--- src/rtl/wb_copy_master.sv ---
// Wishbone classic-cycle block copy / fill master.
// Runs read-then-write word transfers (copy) or write-only transfers (fill)
// until the word count is exhausted, the slave reports an error, or the
// per-access ack watchdog expires.
module wb_copy_master #(
    parameter int unsigned LEN_W   = 16,
    parameter int unsigned TIMEOUT = 255
) (
    input  logic             clk_i,
    input  logic             rst_i,
    input  logic             start_i,
    input  logic             fill_i,
    input  logic [31:0]      src_adr_i,
    input  logic [31:0]      dst_adr_i,
    input  logic [LEN_W-1:0] len_i,
    input  logic [31:0]      fill_dat_i,
    output logic             busy_o,
    output logic             done_o,
    output logic             err_o,
    output logic             wb_cyc_o,
    output logic             wb_stb_o,
    output logic             wb_we_o,
    output logic [31:0]      wb_adr_o,
    output logic [3:0]       wb_sel_o,
    output logic [31:0]      wb_dat_o,
    input  logic [31:0]      wb_dat_i,
    input  logic             wb_ack_i,
    input  logic             wb_err_i
);

    localparam int unsigned WAIT_W   = $clog2(TIMEOUT + 1);
    localparam logic [31:0] ADR_MASK = 32'hFFFF_FFFC;

    typedef enum logic [1:0] {IDLE, RD, WR, FIN} state_t;

    state_t             state_q, state_d;
    logic [31:0]        src_q, src_d;
    logic [31:0]        dst_q, dst_d;
    logic [LEN_W-1:0]   cnt_q, cnt_d;
    logic               fill_q, fill_d;
    logic [WAIT_W-1:0]  wait_q, wait_d;

    logic               cyc_d, stb_d, we_d, busy_d, done_d, err_d;
    logic [31:0]        adr_d, dat_d;
    logic [3:0]         sel_d;

    logic               timeout_c;
    logic [31:0]        src_nxt_c, dst_nxt_c;

    assign timeout_c = (wait_q == WAIT_W'(TIMEOUT - 1));
    assign src_nxt_c = src_q + 32'd4;
    assign dst_nxt_c = dst_q + 32'd4;

    // Next-state and next-output computation for all registered outputs
    always_comb begin
        state_d = state_q;
        src_d   = src_q;
        dst_d   = dst_q;
        cnt_d   = cnt_q;
        fill_d  = fill_q;
        wait_d  = wait_q;
        cyc_d   = wb_cyc_o;
        stb_d   = wb_stb_o;
        we_d    = wb_we_o;
        adr_d   = wb_adr_o;
        sel_d   = wb_sel_o;
        dat_d   = wb_dat_o;
        busy_d  = busy_o;
        done_d  = 1'b0;
        err_d   = err_o;

        case (state_q)
            IDLE: begin
                if (start_i) begin
                    err_d = 1'b0;
                    if (len_i != '0) begin
                        src_d  = src_adr_i & ADR_MASK;
                        dst_d  = dst_adr_i & ADR_MASK;
                        cnt_d  = len_i;
                        fill_d = fill_i;
                        wait_d = '0;
                        cyc_d  = 1'b1;
                        stb_d  = 1'b1;
                        sel_d  = 4'hF;
                        busy_d = 1'b1;
                        if (fill_i) begin
                            state_d = WR;
                            we_d    = 1'b1;
                            adr_d   = dst_adr_i & ADR_MASK;
                            dat_d   = fill_dat_i;
                        end else begin
                            state_d = RD;
                            we_d    = 1'b0;
                            adr_d   = src_adr_i & ADR_MASK;
                        end
                    end else begin
                        // Zero-length request: just report completion
                        state_d = FIN;
                        done_d  = 1'b1;
                    end
                end
            end

            RD, WR: begin
                if (wb_err_i || (!wb_ack_i && timeout_c)) begin
                    state_d = FIN;
                    cyc_d   = 1'b0;
                    stb_d   = 1'b0;
                    we_d    = 1'b0;
                    sel_d   = 4'h0;
                    busy_d  = 1'b0;
                    done_d  = 1'b1;
                    err_d   = 1'b1;
                end else if (wb_ack_i) begin
                    wait_d = '0;
                    if (state_q == RD) begin
                        state_d = WR;
                        dat_d   = wb_dat_i;
                        we_d    = 1'b1;
                        adr_d   = dst_q;
                    end else begin
                        cnt_d = cnt_q - LEN_W'(1);
                        src_d = src_nxt_c;
                        dst_d = dst_nxt_c;
                        if (cnt_q == LEN_W'(1)) begin
                            state_d = FIN;
                            cyc_d   = 1'b0;
                            stb_d   = 1'b0;
                            we_d    = 1'b0;
                            sel_d   = 4'h0;
                            busy_d  = 1'b0;
                            done_d  = 1'b1;
                        end else if (fill_q) begin
                            adr_d = dst_nxt_c;
                        end else begin
                            state_d = RD;
                            we_d    = 1'b0;
                            adr_d   = src_nxt_c;
                        end
                    end
                end else begin
                    wait_d = wait_q + WAIT_W'(1);
                end
            end

            FIN: begin
                state_d = IDLE;
            end

            default: begin
                state_d = IDLE;
            end
        endcase
    end

    // State, datapath and output registers
    always_ff @(posedge clk_i) begin
        if (rst_i) begin
            state_q  <= IDLE;
            src_q    <= '0;
            dst_q    <= '0;
            cnt_q    <= '0;
            fill_q   <= 1'b0;
            wait_q   <= '0;
            wb_cyc_o <= 1'b0;
            wb_stb_o <= 1'b0;
            wb_we_o  <= 1'b0;
            wb_adr_o <= '0;
            wb_sel_o <= '0;
            wb_dat_o <= '0;
            busy_o   <= 1'b0;
            done_o   <= 1'b0;
            err_o    <= 1'b0;
        end else begin
            state_q  <= state_d;
            src_q    <= src_d;
            dst_q    <= dst_d;
            cnt_q    <= cnt_d;
            fill_q   <= fill_d;
            wait_q   <= wait_d;
            wb_cyc_o <= cyc_d;
            wb_stb_o <= stb_d;
            wb_we_o  <= we_d;
            wb_adr_o <= adr_d;
            wb_sel_o <= sel_d;
            wb_dat_o <= dat_d;
            busy_o   <= busy_d;
            done_o   <= done_d;
            err_o    <= err_d;
        end
    end

endmodule

--- config.mk ---
export PLATFORM = sky130hd
export DESIGN_NAME = wb_copy_master
export DESIGN_NICKNAME = d
export VERILOG_FILES = /design/src/rtl/wb_copy_master.sv
export SDC_FILE = /design/constraint.sdc
export NUM_CORES = 1
export LEC_CHECK = 0
export BUFFER_PORTS_ARGS = -buffer_cell sky130_fd_sc_hd__buf_2
export CAP_MARGIN = 15
export CORE_MARGIN = 1.5
export CORE_UTILIZATION = 45
export DETAILED_ROUTE_END_ITERATION = 7
export PLACE_DENSITY = 0.71
export SYNTH_ARGS = -nofsm -noshare
export SYNTH_HDL_FRONTEND = slang
export SYNTH_SLANG_ARGS = --single-unit
--- constraint.sdc ---
create_clock -name clk_i -period 5.02 [get_ports clk_i]
set_clock_uncertainty 0.2 [all_clocks]
set_input_delay 1.004 -clock clk_i [delete_from_list [all_inputs] [get_ports clk_i]]
set_output_delay 1.004 -clock clk_i [all_outputs]
set_load 0.01 [all_outputs]
**Yosys cells after proc, flatten, opt, wreduce, memory -nomap -nowiden**

Index checks and enable logic that the tools add are counted.
Widths: inputs -> output; s select.

- Register bits: 163
- Bits in latches: 0
- Memory bits (writable): 0
- ROM bits: 0
- Output and inout bits: 74
- Logic and storage cells: 132
- Memories: 0

- Add/subtract/negate cells: 4
- Multiply operators: 0
- Divide/modulo/power cells: 0
- Order comparisons: 0
- Eq/ne operators: 18
- Shift operators: 0
- Muxes and demuxes: 81
- Bitwise gates (word level): 0
- Reduce and logical (&&, ||, !) cells: 16

Operators with widths:

| kind | number |
|---|---|
| $mux 32 | 24 |
| $pmux 32 s2 | 4 |
| $mux 16 | 5 |
| $add 32x3->32 const B | 2 |
| $mux 8 | 4 |
| $pmux 16 s2 | 1 |
| $mux 4 | 6 |
| $mux 1 | 22 |
| $reduce_and 6->1 | 3 |
| $eq 16x1->1 const B | 1 |
| $mux 2 | 8 |
| $ne 2x2->1 const B | 8 |
| $pmux 8 s2 | 1 |
| $reduce_bool 16->1 | 1 |
| $sub 16x1->16 const B | 1 |
| $ne 3x3->1 const B | 4 |
| $reduce_and 3->1 | 3 |
| $add 8x1->8 const B | 1 |
| $eq 8x8->1 const B | 1 |
| $pmux 1 s2 | 4 |
| $pmux 4 s2 | 1 |
| $reduce_and 7->1 | 1 |
| $pmux 2 s3 | 1 |
| $ne 5x5->1 const B | 1 |
| 10 further kinds | 11 |

**Logic depth before layout (Yosys ltp)**

Gate-level depths: netlist (run 1).

- Word-level depth: 7
- Depth in mapped cells: 11
- Gate-level depth less buffers: 8

**Worst setup path before layout (run 1)**

OpenSTA, ideal clock, no wires.

- Kind: input to register
- Start: in wb_ack_i
- End: reg dst_q[10]
- Setup time: 128 ps
- Arrival: 2690 ps
- Data required time: 4692 ps
- Slack: 2002 ps
- Cell stages on the path: 9
- Buffers on the path: 3
- Cell sequence: and4b_1 -> a21o_1 -> clkbuf_1 -> a211oi_1 -> buf_2 -> buf_1 -> nand3_1 -> a222oi_1 -> nor2_1

- Longest elaborated chain between the ends: 5
- Elaborated cells on any way between the ends: 6

Ends and longest elaborated chain:

| element | RTL line | text |
|---|---|---|
| from (decl) | 27 | `input logic wb_ack_i,` |
| $logic_not 1->1 | 105 | `if (wb_err_i \|\| (!wb_ack_i && timeout_c)) begin` |
| $logic_and 1x1->1 | 105 |  |
| $logic_or 1x1->1 | 105 |  |
| $ne 2x2->1 (no source line) | n/a |  |
| $reduce_and 6->1 (no source line) (*) | n/a |  |
| to (signal assigned) | 177 | `dst_q <= dst_d;` |
| to (decl) | 38 | `logic [31:0] dst_q, dst_d;` |

Every way passes the cells marked *; elsewhere a longest branch is shown, timed or not.
A chain may end at the register's enable or synchronous reset.

**Worst setup path in the final report (run 1)**

- Start: reg state_q[1]
- End: reg src_q[17]

- Longest elaborated chain between the ends: 4
- Elaborated cells on any way between the ends: 12

Ends and longest elaborated chain:

| element | RTL line | text |
|---|---|---|
| from (decl) | 36 | `state_t state_q, state_d;` |
| from (signal assigned) | 175 | `state_q <= state_d;` |
| $eq 2x1->1 or $eq 2x2->1 (tied branches) | 72, 116 |  |
| $reduce_or 2->1 | 72 | `case (state_q)` |
| $ne 2x2->1 (no source line) or $reduce_bool 2->1 (tied branches) | n/a |  |
| $reduce_and 6->1 (no source line) | n/a |  |
| to (signal assigned) | 176 | `src_q <= src_d;` |
| to (decl) | 37 | `logic [31:0] src_q, src_d;` |

Parallel ways exist; a longest one is shown, timed or not.

==> results of run 1 <==
==> cell usage after synthesis (10+ instances only) <==
cell type,count,area share [%]
dfxtp_1,154,30
nor2_1,130,4.8
nand2_1,114,4.2
a21oi_1,82,4.1
clkbuf_1,81,3.0
mux2i_1,72,7.1
nand3_1,72,3.6
o21ai_0,65,3.2
a211oi_1,54,4.0
nor3_1,46,2.3
buf_2,33,1.6
a22oi_1,31,2.3
nand4_1,28,1.7
nor4_1,27,1.7
inv_1,22,0.82
and2_1,17,1.1
a222oi_1,15,1.5
and3_1,15,0.93
xor2_1,15,1.3
buf_1,14,0.52
or4_1,13,0.96
a31oi_1,11,0.68
ha_1,11,1.4
nor2b_1,11,0.68
a31o_2,10,0.86
o22ai_1,10,0.62
xnor2_1,10,0.86
==> area by class of cell <==
class	instances	area, sq um
Fill cell	2116	10100
Tap cell	280	350
Timing Repair Buffer	243	1290
Clock inverter	15	174
Inverter	22	82.6
Antenna cell	4	10.0
Sequential cell	154	3080
Multi-Input combinational cell	1016	6430
Clock buffer	17	425
==> registers in the layout, summed over array words and instances (netlist names), 2 cells and up <==
name	count
cnt_q	16
dst_q	30
src_q	30
state_q	2
wait_q	8
wb_adr_o	31
wb_dat_o	32
==> layer usage <==
layer	GRT usage, %	part of all wire, %	vias up
met2	45.8	45	624
met3	6.80	10	100
met1	38.1	41	5123
met4	11.9	3.9	0
li1	-	-	5237
met5	0	0	-
==> worst max-delay path, stage by stage (launching register included) <==
cell and delay (ns):
dfxtp_1 0.41, inv_1 0.11, ha_4 0.55, buf_4 0.67, a211o_1 0.52, nor2_4 0.24, buf_4 0.30, a222oi_1 0.34
nor2_1 0.08
==> worst paths after layout <==
kind / start / end / slack (ns) / cells past startpoint
max: state_q[1] / src_q[17] / 1.44 / 8
min reg2reg: wb_adr_o[19] / wb_adr_o[19] / 0.26 / 2
max reg2reg: state_q[1] / src_q[17] / 1.44 / 8
min: wb_adr_o[19] / wb_adr_o[19] / 0.26 / 2
==> per-stage QoR <==
step | hold WS, ns | area, sq um | util [%] | power [uW]
after floorplan | 0.253 | 10100 | - | 5530
after global placement | 0.242 | 11200 | 51.2 | 6760
after global routing | 0.277 | 11800 | 53.9 | 8820
after detailed placement | 0.249 | 11200 | 51.2 | 6840
after CTS | 0.260 | 11800 | 53.9 | 8170
final | 0.259 | 11800 | 53.9 | 8250
==> kinds of logic after synthesis <==
kind of cell | count (synthesis) | synth area share, %
xor gates and xnor gates | 25 | 2.16
muxes | 77 | 7.67
and+or+nand+nor | 508 | 24.5
adders and majority gates | 11 | 1.36
AOI/OAI and AO/OA | 395 | 27.2
buffers and inverters | 159 | 6.61
DFF | 154 | 30.4
==> power by group through the flow <==
stage / logic, uW / clock network, uW / registers (uW)
final: 4570 / 1320 / 2360
after global placement: 4430 / 0 / 2330
after global routing: 4990 / 1380 / 2450
after detailed placement: 4490 / 0 / 2350
after CTS: 4500 / 1330 / 2330
after floorplan: 3330 / 0 / 2200
==> metrics.csv, run 1 <==
metric,value,unit
fin_ws,1.44,ns
path_clk_slew,0.08,ns
die_h,153,um
pwr-share-comb,55.4,%
setup_viol,0,
seq_area_frac_synth,30.4,%
die_x,153,um
core_area,22000,sq um
rsz0062_at_grt,no,
synth_seq_cells,154,
grt_remaining_overflow,0,
dr.pass1.iters,8,
drive_gt1_share,21.4,%
hpwl,24.0,mm
ctsResizeCount,0,
clock-sinks,154,
clockPowerShare,16.0,%
htreeDepth,4,
cap_violations,0,
antenna_found_initial,3,
slew_viol_final,0,
top_level_ports,224,
tightest_slew,1.13,ns
rows,54,
place_inst,1715,
async_flop_share,0,%
period_share,71.3,%
clock_latency,0.44,ns
drt-vias-per-instance,6.33,
synth.distinct_cells,76,
final_common_cell,buf_2,
p_leak,0.00462,uW
grt_usage,29.0,%
cp-start-kind,register,
final_nets,1615,
finalHoldViolCount,0,
grt_max_degree,77,
power_frac_seq,28.6,%
post-place-ws,1.22,ns
drc,14,
clk_path_buf_depth,2,
layout_common_cells,"buf_2, dfxtp_1, nor2_1, nand2_1, a21oi_1",
ctsHoldBuffers,0,
peakVddDrop,443,uV
relSlewSlack,24.0,%
ys_warn_count,0,
tritoncts,yes,
cellPowerDensity,697,nW/um^2
via_count,11100,
swShare,50.1,%
io_buffers,219,
finalSetupTns,0,ns
syn_inst,1329,
cts_root_buf,clkbuf_16,
grt_pass1_vias,9982,
syn_area,10100,sq um
die-area,23400,sq um
initial_utilization,46.1,%
drt_iter0_markers,1148,
required,5.13,ns
cts_buffers,17,
totalWireLength,35.3,mm
gp_congestion,0.923,
violations,DRC,
syn_to_final_growth,17.0,%
layout_min_cycle_time,3.58,ns
end_kind,register,
max_freq,0.279,GHz
status,"complete, but fails checks",
p_int,4120,uW
criticalPathCategory,register to register,
ant_nets,0,
synth_fp_nets,1490,
finalNonFillerCells,1751,
avgRoutedWirePerCell,20.2,um
avgSynthCellArea,7.62,sq um
cts_setup_buffers,0,
worstPathArrival,3.69,ns
hp-class,register to register,
grt_pass1_wl,54.4,mm
synth-main-ff-cell,dfxtp_1,
synth_edf_count,0,
crit_fanout,55,
power.switching,4140,uW
Note: power is estimated with default switching activity, not from simulation.
==> inputs of run 2 (changes only) <==
==> constraint.sdc (replaced) <==
create_clock -name clk_i -period 3.3 [get_ports clk_i]
set_clock_uncertainty 0.2 [all_clocks]
set_input_delay 0.66 -clock clk_i [delete_from_list [all_inputs] [get_ports clk_i]]
set_output_delay 0.66 -clock clk_i [all_outputs]
set_load 0.01 [all_outputs]
==> run 2 against run 1 <==
The run still ends with DRC left. Final cell count up 1.1%. Sequential power up 51%. Count of clock-buffer cells in the layout unchanged. Critical path depth down 1. Wire length up 1.1%. Combinational power up 61%. Via count up 1.4%. Non-clock buffer count up 24. Maximum frequency up 20%. Worst hold slack worse by 0.014 ns. Register-to-register slack worse by 1.1 ns. Critical endpoint is now wb_adr_o[24]. Largest cell class unchanged. Largest power group unchanged.
==> metrics.csv, run 2 (synthesis gave the netlist of run 1 again) <==
metric,value,unit
max_freq,0.336,GHz
status,"complete, but fails checks",
grt_usage,29.5,%
cts_buffers,17,
grt_pass1_vias,10300,
clk_path_buf_depth,2,
ff_latch_area,3080,sq um
startpoint,dst_q[2],
nFillCells,2054,
final_nets,1639,
fin_ws,0.324,ns
layout_common_cells,"buf_2, dfxtp_1, nor2_1, nand2_1, a21oi_1",
die-area,23400,sq um
peakVddDrop,720,uV
period_share,90.2,%
rsz0062_at_grt,no,
tritoncts,yes,
worstPathArrival,3.11,ns
required,3.44,ns
avgRoutedWirePerCell,20.1,um
reg_top3,"wb_dat_o (32), wb_adr_o (31)",
grt_pass1_wl,55.4,mm
totalWireLength,35.7,mm
cp_top_family,simple AND/OR/NAND/NOR gates,
criticalPathCategory,register to register,
final_common_cell,buf_2,
ctsHoldBuffers,0,
rr_endpoint,wb_adr_o[24],
clock_latency,0.45,ns
ant_nets,0,
drive_gt1_share,22.6,%
end_kind,register,
grt_remaining_overflow,0,
place_inst,1739,
cap_violations,0,
syn_to_final_growth,19.8,%
ctsResizeCount,0,
place_area,11500,sq um
top_level_ports,224,
io_buffers,219,
drt-vias-per-instance,6.35,
cp-endpoint,wb_adr_o[24],
cp-start-kind,register,
relSlewSlack,37.0,%
timing.critical_path.buf_inv,0,
final_area,12100,sq um
grt_max_degree,83,
multi_input_area,6430,sq um
hp-class,primary input to register,
gp_congestion,0.940,
setup_viol,0,
drc,7,
regMostFlops,wb_dat_o,
initial_utilization,46.1,%
finalHoldViolCount,0,
rows,54,
p_leak,0.00478,uW
largest_reg_flops,32,
via_count,11200,
hpwl,24.7,mm
post-place-ws,0.227,ns
cts_root_buf,clkbuf_16,
slew_viol_final,0,
rrSetupSlack,0.32,ns
dr.pass1.iters,8,
die_x,153,um
cp_num_cells,7,
finalSetupTns,0,ns
diodes,0,
max_stage_delay,0.60,ns
reg2reg_depth,7,
crit_fanout,12,
cp_cell_sequence,"ha_1, and3_1, nand3_1, or4_1, o2111ai_1, a21oi_1, o221a_2",
violations,DRC,
cellPowerDensity,1070,nW/um^2
finalNonFillerCells,1771,
drt_iter0_markers,1267,
htreeDepth,4,
r2r-start,dst_q[2],
layout_min_cycle_time,2.98,ns
core_area,22000,sq um
crit_slowest_cell,or4_1,
cts_setup_buffers,0,
die_h,153,um
antenna_found_initial,1,
clock-sinks,154,
path_clk_slew,0.07,ns
tightest_slew,0.945,ns
[run 2: changes by cell type in the layout (fill, tap and decap cells not counted), sizes merged]
cell / delta
buf: +24
clkinv: +5
diode: -4
inv: -3
clkinvlp: -2
[run 2: cell type report]
| cell class | instances | area share [%] |
|---|---|---|
| Multi-Input combinational cell | 1016 | 53.0 |
| Sequential cell | 154 | 25.4 |
| Timing Repair Buffer | 267 | 12.9 |
| Clock buffer | 17 | 3.51 |
| Tap cell | 280 | 2.89 |
| Clock inverter | 15 | 1.62 |
| Inverter | 22 | 0.680 |
[run 2: worst min path at each step]
stage	from	endpoint	slack [ns]	cells after the start
2_1_floorplan	cnt_q[14]	cnt_q[14]	0.25	2
6_report	dst_adr_i[9]	dst_q[9]	0.25	2
3_5_place_dp	wb_adr_o[19]	wb_adr_o[19]	0.25	2
3_3_place_gp	wb_adr_o[19]	wb_adr_o[19]	0.24	2
4_1_cts	dst_adr_i[9]	dst_q[9]	0.24	2
5_1_grt	dst_adr_i[9]	dst_q[9]	0.24	2
[run 2: per-stage QoR]
step | power [uW] | utilization [%] | hold slack, ns
6_report | 13000 | 55.3 | 0.245
5_1_grt | 13800 | 55.3 | 0.242
4_1_cts | 12900 | 55.3 | 0.242
3_5_place_dp | 10800 | 52.4 | 0.248
3_3_place_gp | 10600 | 52.4 | 0.242
2_1_floorplan | 8410 | - | 0.253
[run 2: metal layers]
metal / GRT usage [%] / wire length, um
met1: 38.8 / 14500
met2: 46.9 / 16100
met3: 6.12 / 3700
met4: 12.7 / 1340
met5: 0 / 14
[run 2: where the power goes]
| part | total [uW] | switching [uW] | internal (uW) |
|---|---|---|---|
| Sequential | 3560 | 885 | 2670 |
| Combinational | 7370 | 4520 | 2850 |
| Clock | 2050 | 1010 | 1040 |
| Total | 13000 | 6410 | 6560 |
[run 2: worst reg2reg max path, delay by kind of cell, from the launching register on]
| family | cells | cell delay, ns |
|---|---|---|
| and+or+nand+nor | 3 | 1.33 |
| adders and majority gates | 1 | 0.33 |
| AOI/OAI and AO/OA | 3 | 0.49 |
| DFF | 1 | 0.52 |
